<file path="config.mk">
export PLATFORM = sky130hd
export DESIGN_NAME = xor_parity_pipe
export DESIGN_NICKNAME = d
export VERILOG_FILES = /design/src/rtl/xor_parity_pipe.sv
export SDC_FILE = /design/constraint.sdc
export NUM_CORES = 1
export LEC_CHECK = 0
export BUFFER_PORTS_ARGS = -buffer_cell sky130_fd_sc_hd__buf_4
export CAP_MARGIN = 0
export CORE_MARGIN = 4
export CORE_UTILIZATION = 30
export DETAILED_ROUTE_END_ITERATION = 10
export PLACE_DENSITY = 0.58
export SLEW_MARGIN = 20
export SYNTH_ARGS = -nofsm -noshare
export SYNTH_HDL_FRONTEND = slang
export SYNTH_SLANG_ARGS = --single-unit
</file>
<file path="constraint.sdc">
create_clock -name CK -period 2.3 [get_ports CK]
set_input_delay 0.23 -clock CK [delete_from_list [all_inputs] [get_ports CK]]
set_output_delay 0.23 -clock CK [all_outputs]
set_load 0.02 [all_outputs]
</file>
<file path="src/rtl/xor_parity_pipe.sv">
// ============================================================================
// Module   : xor_parity_pipe
// Purpose  : Pipelined 4-ary XOR-tree parity with odd/even mode and a
//            LAST-terminated multi-word running parity accumulator.
// Revision : 1.0 - initial release
// ============================================================================
`default_nettype none

module xor_parity_pipe #(
  parameter int WIDTH = 16
) (
  input  logic             CK,
  input  logic             CD,
  input  logic [WIDTH-1:0] D,
  input  logic             DV,
  input  logic             ODD,
  input  logic             LAST,
  output logic             Z,
  output logic             ZV,
  output logic             ACC,
  output logic             ACCV
);

  function automatic int calc_stages(input int w);
    int n;
    int s;
    n = (w + 3) / 4;
    s = 1;
    while (n > 1) begin
      n = (n + 3) / 4;
      s = s + 1;
    end
    return s;
  endfunction

  function automatic int lvl_width(input int k);
    int n;
    n = WIDTH;
    for (int i = 0; i < k; i++) n = (n + 3) / 4;
    return n;
  endfunction

  localparam int STAGES = calc_stages(WIDTH);

  logic raw;

  // Each level folds groups of four bits (top group zero-padded) into one flop.
  for (genvar k = 1; k <= STAGES; k++) begin : g_level
    localparam int IN_W  = lvl_width(k - 1);
    localparam int OUT_W = lvl_width(k);

    logic [IN_W-1:0]    src;
    logic [4*OUT_W-1:0] padded;
    logic [OUT_W-1:0]   xor_d;
    logic [OUT_W-1:0]   xor_q;

    if (k == 1) begin : g_from_input
      assign src = D;
    end else begin : g_from_level
      assign src = g_level[k-1].xor_q;
    end

    always_comb begin
      padded = '0;
      padded[IN_W-1:0] = src;
      for (int j = 0; j < OUT_W; j++) xor_d[j] = ^padded[4*j +: 4];
    end

    always_ff @(posedge CK) begin
      if (CD) xor_q <= '0;
      else    xor_q <= xor_d;
    end

    if (k == STAGES) begin : g_root
      assign raw = xor_q[0];
    end
  end

  logic [STAGES-1:0] dv_d, dv_q;
  logic [STAGES-1:0] odd_d, odd_q;
  logic [STAGES-1:0] last_d, last_q;

  always_comb begin
    dv_d      = '0;
    odd_d     = '0;
    last_d    = '0;
    dv_d[0]   = DV;
    odd_d[0]  = ODD;
    last_d[0] = LAST;
    for (int i = 1; i < STAGES; i++) begin
      dv_d[i]   = dv_q[i-1];
      odd_d[i]  = odd_q[i-1];
      last_d[i] = last_q[i-1];
    end
  end

  // Output stage: Z carries the mode-adjusted parity, r keeps the raw bit for A.
  logic z_d, z_q, zv_d, zv_q, r_d, r_q, lo_d, lo_q;
  logic a_d, a_q, acc_d, acc_q, accv_d, accv_q;

  always_comb begin
    z_d    = raw ^ odd_q[STAGES-1];
    zv_d   = dv_q[STAGES-1];
    r_d    = raw;
    lo_d   = last_q[STAGES-1];
    a_d    = a_q;
    acc_d  = acc_q;
    accv_d = 1'b0;
    if (zv_q) begin
      if (lo_q) begin
        acc_d  = a_q ^ z_q;
        accv_d = 1'b1;
        a_d    = 1'b0;
      end else begin
        a_d    = a_q ^ r_q;
      end
    end
  end

  always_ff @(posedge CK) begin
    if (CD) begin
      dv_q   <= '0;
      odd_q  <= '0;
      last_q <= '0;
      z_q    <= 1'b0;
      zv_q   <= 1'b0;
      r_q    <= 1'b0;
      lo_q   <= 1'b0;
      a_q    <= 1'b0;
      acc_q  <= 1'b0;
      accv_q <= 1'b0;
    end else begin
      dv_q   <= dv_d;
      odd_q  <= odd_d;
      last_q <= last_d;
      z_q    <= z_d;
      zv_q   <= zv_d;
      r_q    <= r_d;
      lo_q   <= lo_d;
      a_q    <= a_d;
      acc_q  <= acc_d;
      accv_q <= accv_d;
    end
  end

  assign Z    = z_q;
  assign ZV   = zv_q;
  assign ACC  = acc_q;
  assign ACCV = accv_q;

endmodule

`default_nettype wire

</file>
==> run_results.csv, run 1 <==
group,metric,value,unit
sta,finalCriticalPeriod,1.070,ns
yosys,synth_ff_type,"dfxtp_1",
setup_path,cp_slowest_cell,"dfxtp_1",
setup_path,ff2ff_path_depth,3,
sta,fin_crit_sh,46.51,%
cells_and_area,final_nets,109,
routing,finalWirelength,943,um
sta,slew_viol_final,0,
hold_path,holdPathStages,2,
yosys,yosys-mux-area-fraction,0,%
die,die_w,55.37,um
die,fp.dieArea,0.003066,mm^2
pwr,power.leakage,0.3826,nW
sta,max_slew.worst_pin.slew,0.2108,ns
setup_path,max_stage_delay,0.40,ns
setup_path,critical_path_required,2.07,ns
setup_path,path_buf_inv,1,
global_route,antenna_found_initial,0,
clock_tree,cts_resized,0,
yosys,synth_fa_ha_area_share,0,%
routing,wl_per_cell,8.272,um
yosys,synth-seq-cells,18,
yosys,synth_compound_area_share,2.788,%
yosys,synth_simple_gate_area_share,19.89,%
die,ios,25,
setup_path,start_kind,"flop",
placed_design,dp_cells,110,
global_route,use_met1,7.022,%
die,floorplan.initialDensity,32.97,%
cells_and_area,final_layout_size_suffix_gt1_share,41.38,%
yosys,ys_seq_area_share,53.53,%
run_status,status,"complete, no violations",
clock_tree,cts_tree,"yes",
yosys,yosysTopAreaCellShare,53.53,%
yosys,synth_area,673.1,um^2
pwr,power_density,712.6,mW/mm^2
yosys,synth_xor_xnor_area_share,22.12,%
setup_path,endpoint_kind,"primary output",
clock_tree,cts-htree-levels,1,
global_route,use_met2,11.32,%
die,die_h,55.37,um
yosys,yosysTopAreaCell,"dfxtp_1",
yosys,synth_cell_types,14,
setup_path,crit_chain,"buf_4",
sta,setup-violations-final,0,
yosys,synth_top_family_by_area,"XOR/XNOR gates",
setup_path,critPathTopFamily,"flip-flops",
yosys,yosys_warnings,0,
setup_path,worstPathArrival,0.84,ns
global_route,grt_pass1_wl,1683,um
routing,ant_nets,0,
sta,hold_viol,0,
cells_and_area,areaGrowthSynthToFinish,35.50,%
clock_tree,cts_setup_buffers,0,
routing,drc,0,
clock_tree,clock-root-buffer,"clkbuf_4",
pwr,vdd_drop_max,0.2930,mV
clock_tree,cts_buffers,3,
routing,drt-initial-drc-count,3,
global_route,busiest_layer,"met2",
setup_path,r2r_slack,1.45,ns
routing,firstDrtPassIters,2,
cells_and_area,antennaDiodeCount,0,
global_route,met3_usage,1.865,%
cells_and_area,fin_cells,114,
yosys,syn-num-nets,81,
clock_tree,cts.path.max_buffers,2,
placed_design,placed_area,875.8,um^2
die,rows,16,
routing,avgViaCountPerCell,3.886,
global_route,overflow,0,
clock_tree,hold_buffers,0,
setup_path,path_class,"flop to primary output",
pwr,power.total,0.0006500,W
yosys,synth_common_cells,"dfxtp_1, xnor2_1, nor2b_1",
placed_design,dp_hpwl,760.8,um
yosys,yosys.cell_count.top_type,"dfxtp_1",
sta,slew_headroom,85.80,%
yosys,synth_top_cells_by_area,"dfxtp_1, xnor2_1, nor2b_1, nor2_2, and2b_1",
job,maxCapViolCount,0,
setup_path,rr_endpoint,"a_q$_SDFFE_PP0P_",
yosys,synthCells,60,
global_route,grt_max_degree,19,
global_route,track_usage,7.029,%
sta,fmax,0.9348,GHz
yosys,synth-async-reset-ratio,0,%
setup_path,path_depth,1,
cells_and_area,fin_area,912.1,um^2
placed_design,place_congestion,0.6283,
hold_path,min_path_type,"input port to flop",
placed_design,preCtsSetupSlack,1.445,ns
setup_path,path_max_fanout,5,
yosys,synth_edf_count,0,
setup_path,regToRegStartpoint,"a_q$_SDFFE_PP0P_",
sta,setup_tns,0,ns
clock_tree,path_clk_slew,0.10,ns
setup_path,critPathCapture,"ZV",
sta,clock_skew,0.002939,ns
yosys,syn_area_per_cell,11.22,um^2
routing,vias,443,
sta,grt_setup_unrepaired,"false",
clock_tree,cts.sinks,18,
clock_tree,clk_latency,0.28,ns
setup_path,setup.worst_path.start,"ZV$_SDFF_PP0_",
sta,setup_ws,1.230,ns
die,design.core.area,0.002042,mm^2
global_route,grt_pass1_vias,436,
placed_design,port_buffers,24,
-- power by group --
group / switching [W] / leakage (nW) / total [W] / internal (W)
registers: 0.0000121 / 0.148 / 0.000350 / 0.000338
logic: 0.0000434 / 0.213 / 0.000114 / 0.0000704
clock network: 0.0000895 / 0.0210 / 0.000186 / 0.0000962
-- stage by stage --
step,hold WS [ns],util [%]
6_report,0.1516,44.67
4_1_cts,0.1459,44.67
3_3_place_gp,0.4149,42.89
2_1_floorplan,0.3016,-
3_5_place_dp,0.4223,42.89
5_1_grt,0.1537,44.67
-- logic make-up after synthesis --
group	count (synthesis)
buf+inv	1
simple gates	21
xor+xnor	17
compound gates	3
flops	18
-- worst min path at each step --
| stage | startpoint | to | slack [ns] |
|---|---|---|---|
| 2_1_floorplan | CD | dv_q[0]$_SDFF_PP0_ | 0.30 |
| 3_3_place_gp | last_q[0]$_SDFF_PP0_ | last_q[1]$_SDFF_PP0_ | 0.41 |
| 3_5_place_dp | odd_q[0]$_SDFF_PP0_ | odd_q[1]$_SDFF_PP0_ | 0.42 |
| 4_1_cts | ODD | odd_q[0]$_SDFF_PP0_ | 0.15 |
| 5_1_grt | DV | dv_q[0]$_SDFF_PP0_ | 0.15 |
| 6_report | ODD | odd_q[0]$_SDFF_PP0_ | 0.15 |
-- cell type report --
class,count,area (um^2)
clock buffers,4,36.28
fillers,206,1130
multi-input cells,41,301.5
flip-flops and latches,18,360.3
well taps,27,33.78
repair buffers,24,180.2
-- layout by cell type (no fill, tap or decap) --
cell	Yosys	routed
nor2_1	3	3
nor2_2	6	6
nor2b_1	7	7
clkbuf_4	0	3
xor2_1	1	1
a21oi_1	1	1
buf_4	0	24
xnor2_1	16	16
and2b_1	2	2
and4bb_1	1	1
clkbuf_8	0	1
nor3_2	1	1
a21oi_2	1	1
nand2_1	1	1
o21ai_0	1	1
dfxtp_1	18	18
-- metal layers --
layer / vias up / part of all wire (%) / wire [um]
li1: 239 / - / -
met5: - / 0 / 0
met2: 20 / 49 / 462
met3: 2 / 9.1 / 86
met1: 182 / 39 / 366
met4: 0 / 2.9 / 27
-- registers in the layout, summed over array words and instances (netlist names) --
name,count
a_q,1
Z,1
ACCV,1
r_q,1
last_q,2
ZV,1
odd_q,2
lo_q,1
ACC,1
dv_q,2
g_level.xor_q,5
Note: power is estimated with default switching activity, not from simulation.
==> run 2, diff against run 1 <==
--- a/config.mk
+++ b/config.mk
@@ -10,7 +10,7 @@
 export CORE_MARGIN = 4
 export CORE_UTILIZATION = 30
 export DETAILED_ROUTE_END_ITERATION = 10
-export PLACE_DENSITY = 0.58
+export PLACE_DENSITY = 0.6
 export SLEW_MARGIN = 20
 export SYNTH_ARGS = -nofsm -noshare
 export SYNTH_HDL_FRONTEND = slang
==> constraint.sdc (replaced) <==
create_clock -name CK -period 0.9 [get_ports CK]
set_input_delay 0.09 -clock CK [delete_from_list [all_inputs] [get_ports CK]]
set_output_delay 0.09 -clock CK [all_outputs]
set_load 0.02 [all_outputs]
==> run_results.csv, run 2 (synthesis results as in run 1) <==
group,metric,value,unit
clock_tree,cts_resized,0,
placed_design,preCtsSetupSlack,0.05101,ns
setup_path,critPathTopFamily,"flip-flops",
global_route,grt_pass1_vias,436,
routing,avgViaCountPerCell,3.991,
routing,firstDrtPassIters,2,
setup_path,setup.worst_path.start,"ACC$_SDFFE_PP0P_",
die,die_w,55.37,um
cells_and_area,final_common_cell,"buf_4",
cells_and_area,largest_register_ffs,5,
cells_and_area,regMostFlops,"g_level.xor_q",
cells_and_area,antennaDiodeCount,0,
cells_and_area,multi_input_area,301.5,um^2
pwr,vdd_drop_max,0.6826,mV
clock_tree,cts-htree-levels,1,
setup_path,endpoint_kind,"primary output",
global_route,overflow,0,
setup_path,cp_slowest_cell,"dfxtp_1",
clock_tree,clock-root-buffer,"clkbuf_4",
clock_tree,cts.path.max_buffers,2,
global_route,track_usage,6.936,%
placed_design,dp_cells,110,
routing,finalWirelength,926,um
pwr,power_density,1697,mW/mm^2
sta,max_slew.worst_pin.slew,0.2132,ns
die,design.core.area,0.002042,mm^2
sta,setup_tns,0,ns
clock_tree,hold_buffers,0,
routing,vias,451,
cells_and_area,register_area,367.9,um^2
die,floorplan.initialDensity,32.97,%
setup_path,path_class,"flop to primary output",
sta,setup_ws,0.04574,ns
clock_tree,clk_latency,0.27,ns
hold_path,hp-start,"LAST",
die,die_h,55.37,um
placed_design,place_congestion,0.7151,
job,maxCapViolCount,0,
setup_path,max_stage_delay,0.35,ns
setup_path,critical_path_required,0.81,ns
sta,fin_crit_sh,94.92,%
setup_path,crit_chain,"buf_4",
sta,slew_viol_final,0,
sta,slew_headroom,85.63,%
sta,hold_viol,0,
die,rows,16,
cells_and_area,areaGrowthSynthToFinish,35.13,%
routing,ant_nets,0,
sta,fmax,1.171,GHz
sta,clock_skew,0.0004884,ns
clock_tree,cts_tree,"yes",
run_status,status,"complete, no violations",
global_route,antenna_found_initial,0,
placed_design,dp_hpwl,763.7,um
setup_path,regToRegStartpoint,"ZV$_SDFF_PP0_",
clock_tree,cts_setup_buffers,0,
clock_tree,cts.sinks,18,
routing,drc,0,
sta,setup-violations-final,0,
sta,grt_setup_unrepaired,"false",
setup_path,path_max_fanout,2,
hold_path,min_path_type,"input port to flop",
die,fp.dieArea,0.003066,mm^2
cells_and_area,layout_common_cells,"buf_4, xnor2_1, dfxtp_1",
setup_path,worstPathArrival,0.76,ns
global_route,grt_pass1_wl,1656,um
routing,drt-initial-drc-count,9,
cells_and_area,fin_cells,113,
sta,finalCriticalPeriod,0.8543,ns
placed_design,port_buffers,24,
cells_and_area,final_nets,109,
clock_tree,path_clk_slew,0.09,ns
global_route,grt_max_degree,19,
routing,wl_per_cell,8.195,um
pwr,power.leakage,0.3783,nW
clock_tree,cts_buffers,3,
die,ios,25,
cells_and_area,fillers,210,
setup_path,path_buf_inv,1,
cells_and_area,final_layout_size_suffix_gt1_share,45.35,%
setup_path,start_kind,"flop",
[run 2: layout make-up]
type | instances | share of cell area [%]
clock buffer | 3 | 2.476
sequential | 18 | 40.44
tap | 27 | 3.714
multi-input combinational | 41 | 33.15
timing repair buffer | 24 | 20.22
[run 2: metrics by stage]
| stage | hold slack (ns) | area (um^2) | power [W] | util, % |
|---|---|---|---|---|
| after floorplan | 0.1616 | 674.4 | 0.001106 | - |
| after global placement | 0.3029 | 877.1 | 0.001207 | 42.95 |
| after detailed placement | 0.3062 | 877.1 | 0.001210 | 42.95 |
| after CTS | 0.004624 | 899.6 | 0.001583 | 44.06 |
| after global routing | 0.02886 | 909.6 | 0.001641 | 44.55 |
| final | 0.01805 | 909.6 | 0.001544 | 44.55 |
[run 2: path summary, 6_finish.rpt]
check	end	slack [ns]	cells past startpoint
worst max register to register	a_q$_SDFFE_PP0P_	0.07	3
worst min-delay path	last_q[0]$_SDFF_PP0_	0.02	2
worst min register to register	last_q[1]$_SDFF_PP0_	0.44	1
worst max-delay path	ACC	0.05	1
[run 2: metal layers]
layer	track usage, %	wire length (um)
met4	5.208	14
met5	0	0
met3	3.497	90
met2	12.16	489
met1	5.907	331
[run 2: where the power goes]
| group | internal, W | switching [W] | total, W |
|---|---|---|---|
| clock | 0.000155 | 0.000204 | 0.000359 |
| combinational | 0.000181 | 0.000110 | 0.000291 |
| sequential | 0.000864 | 0.0000293 | 0.000893 |
